**src/rtl/uart_pkg.sv**
```systemverilog
// uart_pkg
//   Shared definitions for the UART blocks: arbiter state encodings,
//   the default start-watchdog length, baud constants and a small index
//   helper used by round-robin logic.
//   No ports (package).
package uart_pkg;

  // Arbiter state encodings, kept as plain 2-bit constants so other blocks
  // (status readback, debug taps) can compare against them directly.
  localparam logic [1:0] ST_IDLE  = 2'd0;
  localparam logic [1:0] ST_ISSUE = 2'd1;
  localparam logic [1:0] ST_START = 2'd2;
  localparam logic [1:0] ST_SEND  = 2'd3;

  typedef enum logic [1:0] {
    IDLE  = ST_IDLE,
    ISSUE = ST_ISSUE,
    START = ST_START,
    SEND  = ST_SEND
  } arb_state_t;

  localparam int DEFAULT_START_TIMEOUT = 16;

  // Baud constants shared with the UART rx/tx blocks.
  localparam int CLK_FREQ_HZ  = 25_000_000;
  localparam int BAUD_RATE    = 115_200;
  localparam int CLKS_PER_BIT = CLK_FREQ_HZ / BAUD_RATE;

  // Index following idx in a ring of n entries.
  function automatic int wrap_inc(input int idx, input int n);
    return (idx + 1 >= n) ? 0 : idx + 1;
  endfunction

endpackage

```
**src/rtl/rr_picker.sv**
```systemverilog
// rr_picker
//   Combinational round-robin select: returns the first set bit of valid
//   at or after ptr, wrapping modulo N.
//   Ports:
//     valid      in  N   request vector
//     ptr        in  IW  highest-priority index this cycle (must be < N)
//     winner     out N   one-hot winner, 0 when no request
//     winner_idx out IW  index of the winner, 0 when no request
//     any        out 1   at least one request present
module rr_picker #(
  parameter int N  = 2,
  parameter int IW = (N > 1) ? $clog2(N) : 1
) (
  input  logic [N-1:0]  valid,
  input  logic [IW-1:0] ptr,
  output logic [N-1:0]  winner,
  output logic [IW-1:0] winner_idx,
  output logic          any
);

  // NOTE: every output gets a default before the search loop; a path that
  // leaves one unassigned would make synthesis infer a latch.
  always_comb begin
    winner     = '0;
    winner_idx = '0;
    any        = 1'b0;
    for (int i = 0; i < N; i++) begin
      if (!any && valid[(int'(ptr) + i) % N]) begin
        any                         = 1'b1;
        winner[(int'(ptr) + i) % N] = 1'b1;
        winner_idx                  = IW'((int'(ptr) + i) % N);
      end
    end
  end

endmodule

```
**src/rtl/uart_tx_arbiter.sv**
```systemverilog
// uart_tx_arbiter
//   Shares one UART transmitter between NUM_REQ byte-stream requesters.
//   Round-robin between packets; a requester keeps the grant until the
//   byte flagged last completes. A start watchdog abandons a byte when the
//   transmitter never reports active.
//   Ports:
//     i_clk, i_reset     clock, asynchronous active-high reset
//     i_req_valid[k]     requester k has a byte
//     i_req_data         byte of requester k at [8k+7:8k]
//     i_req_last[k]      byte ends the packet (releases the lock)
//     o_req_ready[k]     byte of requester k taken this cycle (comb, IDLE only)
//     o_tx_byte          byte to transmitter, stable from ISSUE to next capture
//     o_tx_dv            one-cycle start pulse to transmitter
//     i_tx_active        transmitter busy
//     i_tx_done          transmitter one-cycle completion pulse
//     o_grant            one-hot current owner, 0 when unlocked
//     o_busy             FSM not in IDLE
//     o_timeout          one-cycle pulse when the start watchdog expires
module uart_tx_arbiter
  import uart_pkg::*;
#(
  parameter int NUM_REQ       = 2,
  parameter int START_TIMEOUT = DEFAULT_START_TIMEOUT
) (
  input  logic                 i_clk,
  input  logic                 i_reset,
  input  logic [NUM_REQ-1:0]   i_req_valid,
  input  logic [8*NUM_REQ-1:0] i_req_data,
  input  logic [NUM_REQ-1:0]   i_req_last,
  output logic [NUM_REQ-1:0]   o_req_ready,
  output logic [7:0]           o_tx_byte,
  output logic                 o_tx_dv,
  input  logic                 i_tx_active,
  input  logic                 i_tx_done,
  output logic [NUM_REQ-1:0]   o_grant,
  output logic                 o_busy,
  output logic                 o_timeout
);

  localparam int IW   = $clog2(NUM_REQ);
  localparam int WD_W = $clog2(START_TIMEOUT);
  localparam logic [WD_W-1:0] WD_LAST = WD_W'(START_TIMEOUT - 1);

  arb_state_t           state_q, state_d;
  logic [IW-1:0]        owner_q, ptr_q;
  logic                 locked_q, last_q;
  logic [7:0]           byte_q;
  logic [WD_W-1:0]      wd_q;
  logic                 tx_dv_q, busy_q, timeout_q;
  logic [NUM_REQ-1:0]   grant_q;

  logic [NUM_REQ-1:0]   rr_winner;
  logic [IW-1:0]        rr_idx;
  logic                 rr_any;

  logic                 sel_valid;
  logic [IW-1:0]        sel_idx;
  logic [NUM_REQ-1:0]   sel_onehot;
  logic                 byte_done;
  logic                 wd_expire;

  rr_picker #(.N(NUM_REQ), .IW(IW)) u_rr_picker (
    .valid      (i_req_valid),
    .ptr        (ptr_q),
    .winner     (rr_winner),
    .winner_idx (rr_idx),
    .any        (rr_any)
  );

  // Next state and per-cycle decisions.
  always_comb begin
    state_d    = state_q;
    sel_valid  = 1'b0;
    sel_idx    = owner_q;
    sel_onehot = '0;
    byte_done  = 1'b0;
    wd_expire  = 1'b0;
    unique case (state_q)
      IDLE: begin
        if (locked_q) begin
          // Mid-packet: only the owner may continue.
          if (i_req_valid[owner_q]) begin
            sel_valid           = 1'b1;
            sel_onehot[owner_q] = 1'b1;
          end
        end else if (rr_any) begin
          sel_valid  = 1'b1;
          sel_idx    = rr_idx;
          sel_onehot = rr_winner;
        end
        if (sel_valid) state_d = ISSUE;
      end
      ISSUE: state_d = START;
      START: begin
        // Done wins over active: a zero-latency transmitter may complete
        // without ever showing active.
        if (i_tx_done) begin
          state_d   = IDLE;
          byte_done = 1'b1;
        end else if (i_tx_active) begin
          state_d = SEND;
        end else if (wd_q == WD_LAST) begin
          state_d   = IDLE;
          wd_expire = 1'b1;
        end
      end
      SEND: begin
        if (i_tx_done) begin
          state_d   = IDLE;
          byte_done = 1'b1;
        end
      end
      default: state_d = IDLE;
    endcase
  end

  // NOTE: state is written with non-blocking assignments so every register
  // samples the pre-edge values regardless of statement order.
  always_ff @(posedge i_clk or posedge i_reset) begin
    if (i_reset) begin
      state_q   <= IDLE;
      owner_q   <= '0;
      ptr_q     <= '0;
      locked_q  <= 1'b0;
      last_q    <= 1'b0;
      byte_q    <= '0;
      wd_q      <= '0;
      tx_dv_q   <= 1'b0;
      busy_q    <= 1'b0;
      timeout_q <= 1'b0;
      grant_q   <= '0;
    end else begin
      state_q   <= state_d;
      tx_dv_q   <= (state_d == ISSUE);
      busy_q    <= (state_d != IDLE);
      timeout_q <= wd_expire;

      if (state_q == ISSUE)      wd_q <= '0;
      else if (state_q == START) wd_q <= wd_q + 1'b1;

      if (sel_valid) begin
        byte_q   <= i_req_data[8*int'(sel_idx) +: 8];
        last_q   <= i_req_last[sel_idx];
        owner_q  <= sel_idx;
        locked_q <= 1'b1;
        grant_q  <= sel_onehot;
      end

      // Packet end or abandoned start: release and rotate past the owner.
      if (wd_expire || (byte_done && last_q)) begin
        locked_q <= 1'b0;
        grant_q  <= '0;
        ptr_q    <= IW'(wrap_inc(int'(owner_q), NUM_REQ));
      end
    end
  end

  // Ready is gated by reset so no requester sees its byte taken while the
  // block is held in reset.
  assign o_req_ready = sel_onehot & {NUM_REQ{~i_reset}};
  assign o_tx_byte   = byte_q;
  assign o_tx_dv     = tx_dv_q;
  assign o_grant     = grant_q;
  assign o_busy      = busy_q;
  assign o_timeout   = timeout_q;

endmodule

```
**config.mk**
```make
export PLATFORM = sky130hd
export DESIGN_NAME = uart_tx_arbiter
export DESIGN_NICKNAME = d
export VERILOG_FILES = /design/src/rtl/uart_pkg.sv /design/src/rtl/rr_picker.sv /design/src/rtl/uart_tx_arbiter.sv
export SDC_FILE = /design/constraint.sdc
export NUM_CORES = 1
export LEC_CHECK = 0
export CELL_PAD_IN_SITES_DETAIL_PLACEMENT = 1
export CELL_PAD_IN_SITES_GLOBAL_PLACEMENT = 1
export CORE_MARGIN = 2
export CORE_UTILIZATION = 30
export DETAILED_ROUTE_END_ITERATION = 16
export GPL_TIMING_DRIVEN = 0
export PLACE_DENSITY_LB_ADDON = 0.1
export SLEW_MARGIN = 20
export SYNTH_ARGS = -nofsm -noshare
export SYNTH_HDL_FRONTEND = slang
export SYNTH_SLANG_ARGS = --single-unit
```
**constraint.sdc**
```tcl
create_clock -name i_clk -period 1.6 [get_ports i_clk]
set_input_delay 0.24 -clock i_clk [delete_from_list [all_inputs] [get_ports i_clk]]
set_output_delay 0.24 -clock i_clk [all_outputs]
set_load 0.01 [all_outputs]
```
=== Yosys cells after proc, flatten, opt, wreduce, memory -nomap -nowiden ===
Cells that the tools add are included.

* Flip-flop bits (word level): 23
* Word-level logic and storage cells: 96
* Output and inout port bits: 15
* Input bits: 24

* Equal/unequal tests: 5
* Multiplexer cells: 52
* $add $sub $neg: 3
* Bitwise gates (word level): 4
* Order comparisons: 8
* Reduce and logical (&&, ||, !) cells: 12
* Shifts and indexed selects: 1

{| class="wikitable"
|+ Operators by type and width
! operator !! number
|-
| $mux 1 || 33
|-
| $mux 2 || 13
|-
| $shiftx 16x5->8 || 1
|-
| $mux 4 || 2
|-
| $pmux 2 s4 || 1
|-
| $lt 1x2->1 const B || 3
|-
| $reduce_bool 2->1 || 3
|-
| $logic_and 1x1->1 || 5
|-
| $add 4x1->4 const B || 1
|-
| $eq 2x1->1 const B || 2
|-
| $eq 2x2->1 const B || 2
|-
| $eq 4x4->1 const B || 1
|-
| $demux 1 s1 || 3
|-
| $lt 2x3->1 const B || 1
|-
| $add 1x1->2 const B || 1
|-
| $and 2x2->2 || 1
|-
| $ge 1x1->1 const B || 2
|-
| $ge 2x1->1 const B || 1
|-
| $ge 2x2->1 const B || 1
|-
| $logic_not 2->1 || 1
|-
| $or 2x2->2 || 1
|-
| $reduce_or 2->1 || 1
|-
| $add 1x1->1 const B || 1
|-
| $and 1x1->1 const A || 1
|-
| 3 further kinds || 3
|}

=== Depth between registers and ports, before layout ===
Gate-level depths: netlist (run 1).

* Depth after elaboration: 13
* Depth in mapped cells: 7
* Depth with buffers taken out: 6

=== Hierarchy ===
A second synthesis (run 1) with hierarchy kept.

* Cell total of the unflattened synthesis: 124
* Area total of the unflattened synthesis: 1317.5 um^2

{| class="wikitable"
|+ Modules (own cells, without submodules)
! module !! cells each !! instances !! seq. area each (um^2) !! area each (um^2)
|-
| uart_tx_arbiter || 119 || 1 || 575.6 || 1285.0
|-
| rr_picker || 5 || 1 || 0.0 || 32.5
|}

=== Worst setup path before layout (run 1) ===
Ideal clock, no wire load.

* Path kind: reg2out
* From: register state_q[1]
* To: output o_req_ready[0]
* Path slack: -54 ps
* Buffers on the path: 1
* Stages on the path, launching flop included: 7
* Required time: 1360 ps
* Data arrival time: 1414 ps
* Path through: dfrtp_1 -> inv_1 -> ha_1 -> and3b_1 -> o22ai_4 -> buf_12 -> and3_2

* Cells in the longest elaborated chain, start to end: 3

{| class="wikitable"
|+ Ends and longest elaborated chain
! item !! RTL line !! text
|-
| start, declared || uart_tx_arbiter.sv:44 || <nowiki>arb_state_t state_q, state_d;</nowiki>
|-
| start signal, assigned || uart_tx_arbiter.sv:133 || <nowiki>state_q <= state_d;</nowiki>
|-
| $logic_not 2->1 || uart_tx_arbiter.sv:78 || <nowiki>unique case (state_q)</nowiki>
|-
| $mux 2 || uart_tx_arbiter.sv:78 ||
|-
| $and 2x2->2 || uart_tx_arbiter.sv:160 || <nowiki>assign o_req_ready = sel_onehot & {NUM_REQ{~i_reset}};</nowiki>
|-
| end, declared || uart_tx_arbiter.sv:30 || <nowiki>output logic [NUM_REQ-1:0] o_req_ready,</nowiki>
|}

No other way between the ends.

=== Worst setup path in the final report (run 1) ===
* From: register state_q[1]
* To: output o_req_ready[1]

The elaborated chain is that of the path after synthesis.

==> flow_summary.json, run 1 <==
{
  "status": "finished, violations left",
  "violations": "setup timing",
  "cp_cell_sequence": "inv_2 -> ha_4 -> nand3b_1 -> o22ai_4 -> buf_6 -> inv_4 -> and3_4 -> buf_6",
  "hpwl_um": 2400,
  "grt_max_degree": 15,
  "wl_met3_um": 175,
  "max_stage_delay_ps": 420,
  "setup_viol": 14,
  "vias": 1102,
  "drtIter0Drc": 21,
  "r2r_cells": 7,
  "root_buffer": "clkbuf_8",
  "clkTransAtPathRegs_ps": 90,
  "rrSetupSlack_ps": -180,
  "placed_cell_area_sq_um": 1670,
  "synth-edff-count": 0,
  "crit_arrival_ps": 1640,
  "post-route-cell-area_sq_um": 2000,
  "synthTopCellsByArea": "dfrtp_1 (47%), mux2i_1 (9.0%), ha_1 (6.1%)",
  "ir_drop_mv": 0.631,
  "routed_wl_um": 3620,
  "period_share": 1.18,
  "dr.max_layer_used": "met4",
  "grt_pass1_vias": 1124,
  "die_h_um": 67.8,
  "fin_crit_ps": 1880,
  "synth_area_leader_cell": "dfrtp_1",
  "startpoint": "state_q[1]",
  "synthFlopType": "dfrtp_1",
  "pwr_density_cell_nw_per_um2": 1790,
  "wl_met1_um": 1360,
  "max_freq_mhz": 531,
  "ys_warn_count": 0,
  "syn_nets": 146,
  "pin_count": 39,
  "critPathKind": "reg2out",
  "startpoint_type": "flip-flop",
  "total_power_mw": 3.58,
  "drtPass1Iterations": 4,
  "fin_worst_skew_ps": 12.5,
  "grt_pass1_wl_um": 5140,
  "cts_made_buffers": 3,
  "crit_slowest_cell": "dfrtp_2",
  "cpMostUsedCell": "buf_6",
  "r2r_start": "state_q[1]",
  "fillers": 431,
  "ys_ff_latch": 23,
  "synth_cell_type_count": 30,
  "critPathCaptureType": "output pin",
  "regArea_sq_um": 577,
  "fp-row-count": 23,
  "maxCapViolCount": 0,
  "fin_setup_tns_ps": -999,
  "syn_to_final_growth_pct": 63.6,
  "p_leak_nw": 0.807,
  "cts.sinks": 23,
  "drive_gt1_frac": 0.267,
  "placed_cells": 204,
  "synthCells": 116,
  "track_usage": 0.149,
  "synth_top_area_share": 0.471,
  "diodes": 0,
  "fin_util": 0.503,
  "dieArea_sq_um": 4600,
  "worstSkewPairLatency_ps": 270,
  "port_buffers": 38,
  "drv_slew": 0,
  "drc_errors": 0,
  "avgSynthCellArea_sq_um": 10.5,
  "worst_pin_slew_ps": 571,
  "core-area_sq_um": 3970,
  "gp_congestion": 0.742,
  "htreeDepth": 1,
  "die_w_um": 67.8,
  "stdcell_count": 222,
  "start_util": 0.307,
  "grt_overflow_total": 0,
  "antenna_found_initial": 0,
  "critical_path.max_fanout": 3,
  "synth_area_sq_um": 1220,
  "route.detailed.wl_per_inst_um": 16.3,
  "hp-class": "in2async",
  "viasPerCell": 4.96,
  "seq_area_frac_synth": 0.471,
  "ant_nets": 0,
  "r2r-end": "o_busy",
  "cts_tree": "done",
  "clock_path_buffers": 2,
  "rsz0062_at_grt": "yes",
  "hold_viol": 0,
  "slew_headroom": 0.617,
  "multi_input_area_sq_um": 712,
  "fin_nets": 203,
  "met2_wirelength_um": 2070,
  "ys_async_sr_fraction": 1.00,
  "worstPathRequired_ps": 1360,
  "setup_slack_ps": -285
}
==> cell families after synthesis <==
logic type	Yosys count	share of synthesized area
AO/OA/AOI/OAI	33	0.192
flip-flops	23	0.471
buffers and inverters	10	0.0564
multiplexers	11	0.0902
adder cells (fa/ha/maj)	6	0.0615
AND/OR/NAND/NOR	33	0.129
==> Yosys cell counts (4+ instances only) <==
master     n
nor2_1    16
inv_1      7
a21oi_1   12
o21ai_0    6
ha_1       6
mux2i_1   11
nand2b_1   4
nand2_1    4
dfrtp_1   23
==> stage by stage <==
step,hold slack (ps),worst slack (ps)
floorplan,256,5.40
global placement,473,-908
detailed placement,490,-914
CTS,375,-334
global route,388,-367
finish,373,-285
==> placed cells by master (no fill, tap or decap), drive strengths merged <==
| cell | n |
|---|---|
| clkdlybuf4s50 | 36 |
| dfrtp | 23 |
| buf | 17 |
| nor2 | 16 |
| a21oi | 14 |
| mux2i | 11 |
| o21ai | 6 |
| ha | 6 |
| inv | 6 |
| nand2 | 4 |
| nand2b | 4 |
| clkbuf | 4 |
| clkinvlp | 3 |
| and3 | 2 |
| a211oi | 2 |
| nand3 | 2 |
| a31oi | 2 |
| o31ai | 2 |
| o2bb2ai | 2 |
| and2 | 1 |
| nand3b | 1 |
| and3b | 1 |
| o22ai | 1 |
| o211ai | 1 |
| o21bai | 1 |
| a221o | 1 |
| nor2b | 1 |
| o32ai | 1 |
| nor3 | 1 |
==> report_power, final <==
part           total, mW  internal, mW  switching, mW  leakage, nW
Sequential          1.02         0.843          0.181        0.269
Combinational       2.19          1.21          0.986        0.516
Clock              0.367         0.176          0.191       0.0217
Total               3.58          2.22           1.36        0.807
==> cell type report <==
class / instances / share of cell area
timing repair buffer: 51 / 0.259
multi-input combinational: 83 / 0.356
tap: 50 / 0.0313
inverter: 7 / 0.0163
sequential: 23 / 0.289
buffer: 3 / 0.0213
timing repair inverter: 1 / 0.00250
clock buffer: 3 / 0.0207
clock inverter: 1 / 0.00376
==> metal layers <==
layer	vias up	global-route usage
met5	-	0
met4	0	0.0300
met3	2	0.0250
met2	33	0.299
met1	548	0.161
li1	519	-
==> repair_timing <==
item                                    CTS  global route
pin swaps                                 5            14
hold buffers                              0             0
resized for setup                        26            18
cloned                                    1             1
setup buffers                            10             6
endpoints found under the setup margin   16            18
==> flip-flops by register name, indices dropped and copies added, names as in the netlist, 2 cells and up <==
register   count
o_tx_byte      8
wd_q           4
o_grant        2
state_q        2
==> worst max-delay path: cells and delay by family, from the launching register on <==
kind	cells	cell delay, ps
compound gates	1	220
fa+ha+maj	1	130
buf+inv	4	360
flops	1	420
simple gates	2	270
==> worst max-delay path by stage <==
stage	to	depth (start not counted)
floorplan	o_req_ready[0]	6
global placement	o_req_ready[0]	4
detailed placement	o_req_ready[0]	4
CTS	o_req_ready[1]	8
global route	o_req_ready[1]	8
finish	o_req_ready[1]	8
Note: power is estimated with default switching activity, not from simulation.
==> run 2, diff against run 1 <==
CAP_MARGIN = 0   (was default)
==> results of run 2 <==
Final layout, timing and power as in run 1 (identical DEF).
==> run 3, diff against run 2 <==
CORE_MARGIN = 5   (was 2)
TNS_END_PERCENT = 10   (was default)
==> flow_summary.json, run 3 (synthesized netlist as in run 1, its figures left out) <==
{
  "status": "finished, violations left",
  "violations": "setup timing",
  "gp_congestion": 0.702,
  "hp-class": "in2async",
  "route.detailed.wl_per_inst_um": 15.4,
  "grt_pass1_vias": 1169,
  "critical_path.max_fanout": 3,
  "setup_slack_ps": -387,
  "cts.sinks": 23,
  "fin_util": 0.483,
  "viasPerCell": 4.85,
  "dieArea_sq_um": 5450,
  "rsz0062_at_grt": "yes",
  "layout_common_cells": "clkdlybuf4s50_1 (36), dfrtp_1 (22), nor2_1 (16)",
  "place_worst_setup_slack_ps": -942,
  "clkTransAtPathRegs_ps": 80,
  "start_util": 0.307,
  "critPathKind": "reg2out",
  "stdcell_count": 221,
  "setup_viol": 13,
  "hpwl_um": 2520,
  "cts_made_buffers": 3,
  "startpoint_type": "flip-flop",
  "hold_viol": 0,
  "placed_cells": 204,
  "crit_slowest_cell": "dfrtp_2",
  "maxCapViolCount": 0,
  "critPathCaptureType": "output pin",
  "cts_tree": "done",
  "mostFrequentLayoutCell": "clkdlybuf4s50_1",
  "routed_wl_um": 3390,
  "drtIter0Drc": 19,
  "worstPathRequired_ps": 1360,
  "crit_arrival_ps": 1750,
  "max_stage_delay_ps": 420,
  "die_w_um": 73.8,
  "drtPass1Iterations": 2,
  "grt_overflow_total": 0,
  "worstSkewPairLatency_ps": 270,
  "ir_drop_mv": 0.723,
  "clock_path_buffers": 2,
  "root_buffer": "clkbuf_8",
  "port_buffers": 38,
  "drv_slew": 0,
  "cpMostUsedCell": "buf_6",
  "track_usage": 0.133,
  "p_leak_nw": 0.793,
  "antenna_found_initial": 0,
  "slew_headroom": 0.626,
  "max_freq_mhz": 503,
  "core-area_sq_um": 3970,
  "ant_nets": 0,
  "diodes": 0,
  "cp_cell_sequence": "inv_2 -> ha_4 -> nand3b_1 -> o22ai_4 -> buf_6 -> buf_6 -> inv_4 -> and3_4 -> buf_6",
  "grt_max_degree": 14,
  "vias": 1071,
  "drive_gt1_frac": 0.246,
  "worst_pin_slew_ps": 557,
  "fin_nets": 202,
  "die_h_um": 73.8,
  "fp-row-count": 23,
  "fin_worst_skew_ps": 1.60,
  "largest_register_ffs": 8,
  "period_share": 1.24,
  "htreeDepth": 1,
  "pwr_density_cell_nw_per_um2": 1780,
  "fin_crit_ps": 1990,
  "drc_errors": 0,
  "grt_pass1_wl_um": 5550,
  "syn_to_final_growth_pct": 57.0,
  "ctsHoldBuffers": 0,
  "pin_count": 39
}
## run 3: cell count changes in the layout (fill, tap and decap cells not counted), moves of 2 or more
cell and change:
ha_2 +2, buf_6 +3, buf_4 -3, ha_4 -2
## run 3: final timing paths
path / start / slack (ps) / cells after the start / end
hold reg to reg: wd_q[3] / 510 / 1 / wd_q[3]
setup reg to reg: state_q[1] / -110 / 9 / o_tx_byte[7]
max in group asynchronous: i_reset / 890 / 2 / o_tx_byte[1]
setup / recovery: state_q[1] / -390 / 9 / o_req_ready[1]
hold / removal: i_reset / 340 / 2 / o_tx_dv
min in group i_clk: wd_q[3] / 510 / 1 / wd_q[3]
## run 3: critical path, delay by kind of cell, from the launching register on
kind,cells,cell delay (ps)
AND/OR/NAND/NOR,2,280
AO/OA/AOI/OAI,1,200
buffers and inverters,5,440
adder cells (fa/ha/maj),1,130
flip-flops,1,420
## run 3: where the power goes
part | switching (mW) | internal (mW)
registers | 0.172 | 0.843
clock network | 0.194 | 0.174
logic | 0.891 | 1.14
## run 3: cell type report
cell class / instances / area [sq um]
fill: 453 / 2050
clock inverter: 1 / 5.00
sequential: 23 / 577
timing repair buffer: 50 / 504
buffer: 3 / 42.5
timing repair inverter: 1 / 5.00
tap: 50 / 62.6
multi-input combinational: 83 / 647
inverter: 7 / 32.5
clock buffer: 3 / 41.3
## run 3: what timing repair did
item / in CTS / in global routing
gates resized for setup: 31 / 5
cloned: 1 / 0
endpoints found under the setup margin: 14 / 17
pin swaps: 6 / 8
setup buffers: 11 / 1
## run 3: stage by stage
| step | power [mW] | TNS (ps) | instance area, sq um | hold WS [ps] |
|---|---|---|---|---|
| after floorplan | 1.99 | 0 | 1220 | 256 |
| after global placement | 2.56 | -3650 | 1670 | 469 |
| after detailed placement | 2.64 | -4270 | 1670 | 497 |
| after CTS | 3.39 | -2130 | 1890 | 369 |
| after global routing | 3.68 | -2940 | 1920 | 358 |
| final | 3.41 | -1690 | 1920 | 342 |
## run 3: layer usage
metal / up-vias / global-route usage / wire (um)
li1: 518 / - / -
met1: 528 / 0.146 / 1320
met2: 21 / 0.248 / 1840
met3: 4 / 0.0301 / 192
met4: 0 / 0.0483 / 43
met5: - / 0 / 0
